### config.mk
export PLATFORM = sky130hd
export DESIGN_NAME = mem_arbiter
export DESIGN_NICKNAME = d
export VERILOG_FILES = /design/src/rtl/mem_arbiter.sv
export SDC_FILE = /design/constraint.sdc
export NUM_CORES = 1
export LEC_CHECK = 0
export CELL_PAD_IN_SITES_DETAIL_PLACEMENT = 0
export CELL_PAD_IN_SITES_GLOBAL_PLACEMENT = 2
export CORE_ASPECT_RATIO = 0.5
export CORE_UTILIZATION = 29
export CTS_CLUSTER_SIZE = 25
export DETAILED_ROUTE_END_ITERATION = 12
export GPL_TIMING_DRIVEN = 0
export PLACE_DENSITY_LB_ADDON = 0.1
export SLEW_MARGIN = 20
export SYNTH_ARGS = -nofsm -noshare
export SYNTH_HDL_FRONTEND = slang
export SYNTH_SLANG_ARGS = --single-unit
export TNS_END_PERCENT = 10
### constraint.sdc
create_clock -name clk -period 4.49 [get_ports clk]
set_input_delay 0.898 -clock clk [delete_from_list [all_inputs] [get_ports clk]]
set_output_delay 0.898 -clock clk [all_outputs]
set_load 0.01 [all_outputs]
### src/rtl/mem_arbiter.sv
// rtl/mem_arbiter.sv - shared-memory arbiter between instruction fetch and data access (optional ARB_ROUND_ROBIN_EN)
module mem_arbiter #(
    parameter int TIMEOUT = 15
) (
    input  logic        clk,
    input  logic        rst,
    input  logic        if_req,
    input  logic [15:0] if_addr,
    output logic [15:0] if_rdata,
    output logic        if_done,
    output logic        if_stall,
    input  logic        dm_req,
    input  logic        dm_wr,
    input  logic [15:0] dm_addr,
    input  logic [15:0] dm_wdata,
    output logic [15:0] dm_rdata,
    output logic        dm_done,
    output logic        dm_stall,
    output logic        mem_en,
    output logic        mem_wr,
    output logic [15:0] mem_addr,
    output logic [15:0] mem_wdata,
    input  logic [15:0] mem_rdata,
    input  logic        mem_done,
    output logic        err
);

    localparam int CW = $clog2(TIMEOUT + 1);

    typedef enum logic [1:0] {IDLE, BUSY_IF, BUSY_DM} state_t;

    state_t        state_q;
    logic [CW-1:0] cnt_q;
    logic [15:0]   if_rdata_q;
    logic [15:0]   dm_rdata_q;
    logic          if_done_q;
    logic          dm_done_q;
    logic          mem_en_q;
    logic          mem_wr_q;
    logic [15:0]   mem_addr_q;
    logic [15:0]   mem_wdata_q;
    logic          err_q;
    logic          grant_dm;
`ifdef ARB_ROUND_ROBIN_EN
    logic          last_dm_q;
`endif

    // Pick the data port when it requests, unless round-robin says fetch is owed a turn
    always_comb begin
`ifdef ARB_ROUND_ROBIN_EN
        grant_dm = dm_req && (!if_req || !last_dm_q);
`else
        grant_dm = dm_req;
`endif
    end

    // Arbitration FSM with registered memory command, read data, done pulses and timeout error
    always_ff @(posedge clk or posedge rst) begin
        if (rst) begin
            state_q     <= IDLE;
            cnt_q       <= '0;
            if_rdata_q  <= '0;
            dm_rdata_q  <= '0;
            if_done_q   <= 1'b0;
            dm_done_q   <= 1'b0;
            mem_en_q    <= 1'b0;
            mem_wr_q    <= 1'b0;
            mem_addr_q  <= '0;
            mem_wdata_q <= '0;
            err_q       <= 1'b0;
`ifdef ARB_ROUND_ROBIN_EN
            last_dm_q   <= 1'b0;
`endif
        end else begin
            if_done_q <= 1'b0;
            dm_done_q <= 1'b0;
            mem_en_q  <= 1'b0;
            case (state_q)
                IDLE: begin
                    if (if_req || dm_req) begin
                        cnt_q    <= '0;
                        mem_en_q <= 1'b1;
`ifdef ARB_ROUND_ROBIN_EN
                        last_dm_q <= grant_dm;
`endif
                        if (grant_dm) begin
                            state_q     <= BUSY_DM;
                            mem_wr_q    <= dm_wr;
                            mem_addr_q  <= dm_addr;
                            mem_wdata_q <= dm_wdata;
                        end else begin
                            state_q     <= BUSY_IF;
                            mem_wr_q    <= 1'b0;
                            mem_addr_q  <= if_addr;
                            mem_wdata_q <= '0;
                        end
                    end
                end
                BUSY_IF, BUSY_DM: begin
                    if (mem_done) begin
                        state_q     <= IDLE;
                        mem_wr_q    <= 1'b0;
                        mem_addr_q  <= '0;
                        mem_wdata_q <= '0;
                        if (state_q == BUSY_IF) begin
                            if_rdata_q <= mem_rdata;
                            if_done_q  <= 1'b1;
                        end else begin
                            // Stores leave the last load value visible
                            if (!mem_wr_q) begin
                                dm_rdata_q <= mem_rdata;
                            end
                            dm_done_q <= 1'b1;
                        end
                    end else if (cnt_q == CW'(TIMEOUT - 1)) begin
                        // Abandon the transaction silently; only err reports it
                        state_q     <= IDLE;
                        err_q       <= 1'b1;
                        mem_wr_q    <= 1'b0;
                        mem_addr_q  <= '0;
                        mem_wdata_q <= '0;
                    end else begin
                        cnt_q <= cnt_q + 1'b1;
                    end
                end
                default: state_q <= IDLE;
            endcase
        end
    end

    assign if_rdata  = if_rdata_q;
    assign dm_rdata  = dm_rdata_q;
    assign if_done   = if_done_q;
    assign dm_done   = dm_done_q;
    assign mem_en    = mem_en_q;
    assign mem_wr    = mem_wr_q;
    assign mem_addr  = mem_addr_q;
    assign mem_wdata = mem_wdata_q;
    assign err       = err_q;
    assign if_stall  = if_req && !if_done_q;
    assign dm_stall  = dm_req && !dm_done_q;

endmodule

# ---- Yosys cells after proc, flatten, opt, wreduce, memory -nomap -nowiden
# Cells that the tools add are included.
dict set report word_totals {
  reg_bits 75
  in_bits 70
  output_inout_bits 71
  word_cells 66
}
dict set report op_classes {
  add_sub_neg 1
  n_eq_ne 7
  n_mux 30
  bitwise_logic 3
  n_reduce_logical 14
}
# op count
set ops {}
lappend ops {{$mux W16} 6}
lappend ops {{$pmux W16 S2} 2}
lappend ops {{$mux W1} 12}
lappend ops {{$mux W4} 3}
lappend ops {{$reduce_and A3 Y1} 3}
lappend ops {{$mux W2} 4}
lappend ops {{$pmux W4 S2} 1}
lappend ops {{$reduce_and A4 Y1} 2}
lappend ops {{$ne A2 B2 Y1 const B} 3}
lappend ops {{$add A4 B1 Y4 const B} 1}
lappend ops {{$eq A4 B4 Y1 const B} 1}
lappend ops {{$pmux W2 S2} 1}
lappend ops {{$ne A3 B3 Y1 const B} 1}
lappend ops {{$not A1 Y1} 3}
lappend ops {{$eq A2 B1 Y1 const B} 1}
lappend ops {{$eq A2 B2 Y1 const B} 1}
lappend ops {{$logic_and A1 B1 Y1} 2}
lappend ops {{$logic_not A1 Y1} 2}
lappend ops {{$logic_not A2 Y1} 1}
lappend ops {{$pmux W1 S2} 1}
lappend ops {{$reduce_and A2 Y1} 1}
lappend ops {{$reduce_bool A2 Y1} 1}
lappend ops {{$reduce_or A2 Y1} 1}
lappend ops {{$logic_or A1 B1 Y1} 1}

# ---- Depth between registers and ports, before layout
# Gate-level depths: netlist of the first run.
dict set report logic_depth {
  ltp_word 4
  mapped_depth 8
  mapped_depth_nobuf 5
}

# ---- Least setup slack after synthesis of the first run
# OpenSTA, ideal clock, no wires.
dict set report synth_path {
  kind {input -> output}
  startpoint {input port dm_req}
  endpoint {output port dm_stall}
  arrival_time_ps 1559
  t_required_ps 3592
  setup_slack_ps 2033
  stages 3
  path_buffers 2
  cell_sequence {buf_4 -> buf_2 -> nor2b_1}
}
dict set report synth_between {
  elab_chain_cells 1
}
# item line
set synth_lines {}
lappend synth_lines {{from (decl)} 12} ;# input logic dm_req,
lappend synth_lines {{$logic_and A1 B1 Y1} 141} ;# assign dm_stall = dm_req && !dm_done_q;
lappend synth_lines {{to (decl)} 18} ;# output logic dm_stall,
# Every way passes these cells.

# ---- Worst setup path in the final report of the first run
# Same ends and word-level chain as after synthesis.

==> run_results.csv, run 1 <==
group,metric,value,unit
status,outcome,"completed",
route,via_per_inst,4.38,
global_route,grt_pass1_vias,2769,
final_layout,n_fill_cell,1061,
yosys,synthSimpleGateAreaFrac,7.57,%
final_layout,fin_util,47.7,%
route,wl_met1,3720,um
global_route,grt_max_degree,57,
worst_setup_path,worstPathMaxFanout,10,
power,clockPowerShare,20.2,%
worst_setup_path,rr_endpoint,"mem_addr[2]",
timing,worst_slack,815,ps
route,ant_nets,0,
worst_setup_path,cp.arrival,2780,ps
clock_network,cts_buffers,9,
yosys,synth-async-reset-ratio,100,%
yosys,synth-compound-area-share,4.19,%
worst_setup_path,r2r-start,"state_q[1]",
clock_network,cts_resized,0,
die,die_h,79.0,um
yosys,synthCells,272,
yosys,yosys_warnings,0,
clock_network,clock_latency,340,ps
route,avgRoutedWirePerCell,14.5,um
timing,setup_tns,0,ps
yosys,netlist-cell-type-count,34,
place,gp_congestion,0.722,
global_route,grt_pass1_wl,13600,um
place,io_buffers,140,
route,met3_wirelength,929,um
hold_path,hold_depth,1,
power,comb_power_share,48.8,%
power,switchingPower,1.18,mW
route,drtIter0Drc,54,
place,pre_cts_ws,799,ps
die,die_area,12300,um2
yosys,synth_flop_cell,"dfrtp_1",
route,drc,0,
final_layout,drive_gt1_share,15.6,%
power,power.density,668,nW/um2
clock_network,cts_setup_buffers,0,
final_layout,final_common_cell,"clkdlybuf4s50_1",
die,fp-row-count,27,
worst_setup_path,end_kind,"output pin",
clock_network,htreeDepth,3,
timing,worst_slew_pin_slew,479,ps
route,route.vias.total,2574,
clock_network,clock-sinks,75,
final_layout,fin_nets,498,
yosys,ys_ff_latch,75,
yosys,avgSynthCellArea,12.6,um2
place,dp.final_hpwl,6380,um
global_route,grt.overflow.total,0,
timing,slew_violations,0,
worst_setup_path,cp-start-kind,"primary input",
die,initial_utilization,30.5,%
yosys,synth_mux_area_share,26.4,%
yosys,synth_xor_area_share,0,%
clock_network,cts_tree,"yes",
yosys,syn-num-nets,346,
clock_network,clkTransAtPathRegs,60,ps
final_layout,antenna_cells,0,
route,detail_route.first_pass.iterations,4,
timing,max_clock_freq,0.272,GHz
hold_path,hp-start,"err",
timing,fin_crit_sh,81.8,%
die,ios,141,
route,wl_met2,3790,um
timing,skew,8.77,ps
power,p_int,2.41,mW
yosys,synth_top_family_by_area,"multiplexers",
hold_path,worstHoldEndpoint,"err",
timing,period_minus_slack,3670,ps
timing,hold_viol_final,0,
route,wl,8520,um
timing,rsz0062_at_grt,"no",
worst_setup_path,cp.required,3590,ps
yosys,synthAdderAreaFrac,1.46,%
clock_network,cts_buffer_depth,2,
timing,slew_headroom,68.1,%
final_layout,area_growth,56.3,%
global_route,grt_antenna_before_repair,0,
worst_setup_path,reg2reg_slack,2390,ps
power,ir_drop,0.305,mV
run,maxCapViolations,0,
timing,setup_viol,0,
global_route,grt_usage,14.6,%
final_layout,final_cell_mix,"140 x clkdlybuf4s50_1, 75 x dfrtp_1, 33 x mux2i_1",
clock_network,ctsHoldBuffers,0,
power,seqPwrFrac,31.0,%
die,core,11200,um2
yosys,synth-edff-count,0,
worst_setup_path,crit_type,"in -> out",
die,die_w,156,um
yosys,yosysSeqAreaShare,54.6,%
clock_network,root_buffer,"clkbuf_16",
power,switching_share,32.8,%
power,p_leak,2.39,nW
worst_setup_path,r2r_cells,8,
hold_path,hold_path_class,"reg -> reg",
route,highest_layer,"met4",
yosys,syn_area,3440,um2
[worst max-delay path by stage]
stage | startpoint | endpoint | slack, ps
final | dm_req | dm_stall | 820
after global routing | dm_req | dm_stall | 700
after CTS | dm_req | dm_stall | 800
after detailed placement | dm_req | dm_stall | 800
after global placement | rst | mem_addr[11] | 380
after floorplan | rst | cnt_q[0] | 1680
[Yosys cell counts (2+ instances only)]
cell type,instances,share of area [%]
nor2b_1,5,0.91
nand3_1,3,0.44
mux2i_1,33,9.6
mux2_1,13,4.3
ha_1,4,1.5
clkbuf_1,3,0.33
mux2_2,25,8.2
nor2_1,16,1.7
buf_2,4,0.58
o21ai_0,2,0.29
nand2b_1,4,0.73
o2bb2a_1,2,0.58
a21oi_1,5,0.73
buf_4,2,0.44
and3_1,3,0.55
dfrtp_1,75,55
mux2_4,10,4.4
buf_6,5,1.6
nand2_1,19,2.1
inv_1,25,2.7
[cell families (layout without fill, tap and decap cells)]
logic type,count (synthesis),in the layout
multiplexers,81,81
flip-flops,75,75
adder cells (fa/ha/maj),4,4
buffers and inverters,39,196
AND/OR/NAND/NOR,55,55
AO/OA/AOI/OAI,18,18
[critical path: stages]
cell and delay [ps]:
clkdlybuf4s50_1 560, buf_4 240, buf_2 360, nor2b_1 170, clkdlybuf4s50_1 540
[layout make-up]
type / instances / area, um2 / share of cell area [%]
Sequential cell: 75 / 1880 / 35.0
Buffer: 14 / 103 / 1.91
Multi-Input combinational cell: 158 / 1360 / 25.4
Inverter: 25 / 96.3 / 1.79
Tap cell: 159 / 199 / 3.71
Timing Repair Buffer: 141 / 1430 / 26.6
Clock inverter: 7 / 77.6 / 1.44
Clock buffer: 9 / 225 / 4.19
[per-stage QoR]
stage               hold WS (ps)  power (mW)  cells  instance area, um2
global placement             449        2.85    571                5040
floorplan                    493        2.08    272                3440
detailed placement           448        2.90    572                5070
CTS                          466        3.65    588                5370
global route                 485        3.83    588                5370
finish                       463        3.59    588                5370
[power groups by stage]
stage | Combinational (mW) | Sequential (mW) | Clock, mW
4_1_cts | 1.79 | 1.12 | 0.749
2_1_floorplan | 0.848 | 1.23 | 0
3_3_place_gp | 1.75 | 1.11 | 0
3_5_place_dp | 1.78 | 1.12 | 0
6_report | 1.75 | 1.11 | 0.724
5_1_grt | 1.90 | 1.15 | 0.779
[layer usage]
layer | vias up | track usage [%]
met5 | - | 0
met4 | 0 | 4.12
met3 | 11 | 7.42
met2 | 87 | 23.5
met1 | 1257 | 17.0
li1 | 1219 | -
[flip-flops by register name, summed over array words and instances (netlist names)]
signal	cells
dm_rdata	16
mem_wr	1
dm_done	1
err	1
if_rdata	16
cnt_q	4
state_q	2
mem_addr	16
if_done	1
mem_wdata	16
mem_en	1
Note: power is estimated with default switching activity, not from simulation.
==> run 2: changes to the inputs <==
--- a/config.mk
+++ b/config.mk
@@ -8,7 +8,7 @@
 export CELL_PAD_IN_SITES_DETAIL_PLACEMENT = 0
 export CELL_PAD_IN_SITES_GLOBAL_PLACEMENT = 2
 export CORE_ASPECT_RATIO = 0.5
-export CORE_UTILIZATION = 29
+export CORE_UTILIZATION = 24
 export CTS_CLUSTER_SIZE = 25
 export DETAILED_ROUTE_END_ITERATION = 12
 export GPL_TIMING_DRIVEN = 0
==> constraint.sdc (replaced) <==
create_clock -name clk -period 3.25 [get_ports clk]
set_input_delay 0.65 -clock clk [delete_from_list [all_inputs] [get_ports clk]]
set_output_delay 0.65 -clock clk [all_outputs]
set_load 0.01 [all_outputs]
==> run_results.csv, run 2 (synthesis results as in run 1) <==
group,metric,value,unit
status,outcome,"completed",
die,fp-row-count,30,
power,ir_drop,0.363,mV
hold_path,hold_depth,1,
final_layout,drive_gt1_share,15.4,%
hold_path,worstHoldEndpoint,"err",
timing,skew,6.49,ps
final_layout,n_fill_cell,1371,
hold_path,hold_path_class,"reg -> reg",
hold_path,hp-start,"err",
final_layout,final_common_cell,"clkdlybuf4s50_1",
clock_network,clkTransAtPathRegs,60,ps
global_route,grt_max_degree,46,
place,io_buffers,140,
global_route,grt.overflow.total,0,
worst_setup_path,max_stage_delay,550,ps
route,wl,9150,um
die,die_w,171,um
worst_setup_path,rr_endpoint,"mem_addr[2]",
worst_setup_path,crit_top_cell,"clkdlybuf4s50_1",
worst_setup_path,worstPathMaxFanout,19,
place,gp_congestion,0.733,
timing,worst_slew_pin_slew,494,ps
clock_network,clock-sinks,75,
timing,hold_ws,460,ps
die,die_area,14800,um2
worst_setup_path,cp-start-kind,"primary input",
route,avgRoutedWirePerCell,14.8,um
clock_network,htreeDepth,3,
worst_setup_path,end_kind,"output pin",
route,via_per_inst,4.16,
global_route,grt_util_met3,4.38,%
route,detail_route.first_pass.iterations,4,
worst_setup_path,cp.arrival,2290,ps
worst_setup_path,critical_path_buf_inv_count,3,
clock_network,clock_latency,330,ps
worst_setup_path,crit_slowest_cell,"clkdlybuf4s50_1",
clock_network,cts_tree,"yes",
timing,setup_viol,0,
global_route,grt_use_met2,21.8,%
timing,rsz0062_at_grt,"no",
final_layout,antenna_cells,0,
clock_network,cts_buffer_depth,2,
clock_network,root_buffer,"clkbuf_16",
timing,fin_crit_sh,90.5,%
worst_setup_path,r2r_cells,8,
global_route,grt_usage,12.8,%
timing,period_minus_slack,2940,ps
die,die_h,86.6,um
route,route.vias.total,2579,
die,initial_utilization,24.9,%
final_layout,area_growth,58.0,%
worst_setup_path,cp.required,2600,ps
power,p_leak,2.41,nW
worst_setup_path,r2r-start,"state_q[1]",
timing,setup_tns,0,ps
final_layout,final_cell_mix,"140 x clkdlybuf4s50_1, 75 x dfrtp_1, 33 x mux2i_1",
global_route,grt_pass1_vias,2738,
die,ios,141,
global_route,grt_busiest_layer,"met2",
clock_network,cts_buffers,9,
final_layout,fin_nets,497,
route,drc,0,
place,dp.final_hpwl,6890,um
worst_setup_path,critical-path-top-delay-family,"buffers and inverters",
clock_network,cts_setup_buffers,0,
global_route,use_met1,15.4,%
timing,slew_violations,0,
route,ant_nets,0,
timing,slew_headroom,67.1,%
timing,max_clock_freq,0.340,GHz
clock_network,cts_resized,0,
power,power.density,931,nW/um2
timing,hold_viol_final,0,
worst_setup_path,crit_chain,"clkdlybuf4s50_1 > buf_4 > nor2b_1 > clkdlybuf4s50_1",
worst_setup_path,crit_type,"in -> out",
route,drtIter0Drc,29,
run,maxCapViolations,0,
die,core,13800,um2
global_route,grt_antenna_before_repair,0,
worst_setup_path,reg2reg_slack,1140,ps
clock_network,ctsHoldBuffers,0,
global_route,grt_pass1_wl,14300,um
## run 2: per-stage QoR
stage / std cells / setup slack, ps / instance area (um2) / power, mW / utilization [%]
after global placement: 604 / -634 / 5080 / 3.95 / 36.9
after CTS: 621 / 17.2 / 5440 / 5.16 / 39.5
after global routing: 620 / 192 / 5430 / 5.39 / 39.4
after detailed placement: 605 / 14.0 / 5110 / 4.02 / 37.1
final: 620 / 309 / 5430 / 5.06 / 39.4
after floorplan: 272 / 690 / 3440 / 2.87 / -
## run 2: final cells by class
type	instances	area [um2]	area share [%]
buffer	13	97.6	1.80
clock buffer	10	239	4.40
clock inverter	6	88.8	1.64
inverter	25	96.3	1.77
multi-input combinational	158	1360	25.1
sequential	75	1880	34.6
tap	192	240	4.42
timing repair buffer	141	1430	26.3
## run 2: layer usage
layer	routed length [um]	vias to the layer above	share of wire, %
li1	-	1222	-
met1	3920	1261	43
met2	4470	84	49
met3	642	12	7.0
met4	116	0	1.3
met5	0	-	0
## run 2: how the worst max path moves through the flow
stage / cells after the start / from / endpoint / slack (ps)
after detailed placement: 5 / dm_req / dm_stall / 10
after floorplan: 1 / rst / cnt_q[0] / 690
after CTS: 5 / dm_req / dm_stall / 20
final: 4 / dm_req / dm_stall / 310
after global routing: 4 / dm_req / dm_stall / 190
after global placement: 2 / rst / mem_addr[12] / -630
## run 2: where the power goes
| part | total (mW) | internal [mW] | leakage, nW | switching, mW |
|---|---|---|---|---|
| clock | 1.09 | 0.693 | 0.155 | 0.402 |
| combinational | 2.42 | 1.40 | 1.31 | 1.02 |
| sequential | 1.54 | 1.33 | 0.942 | 0.208 |
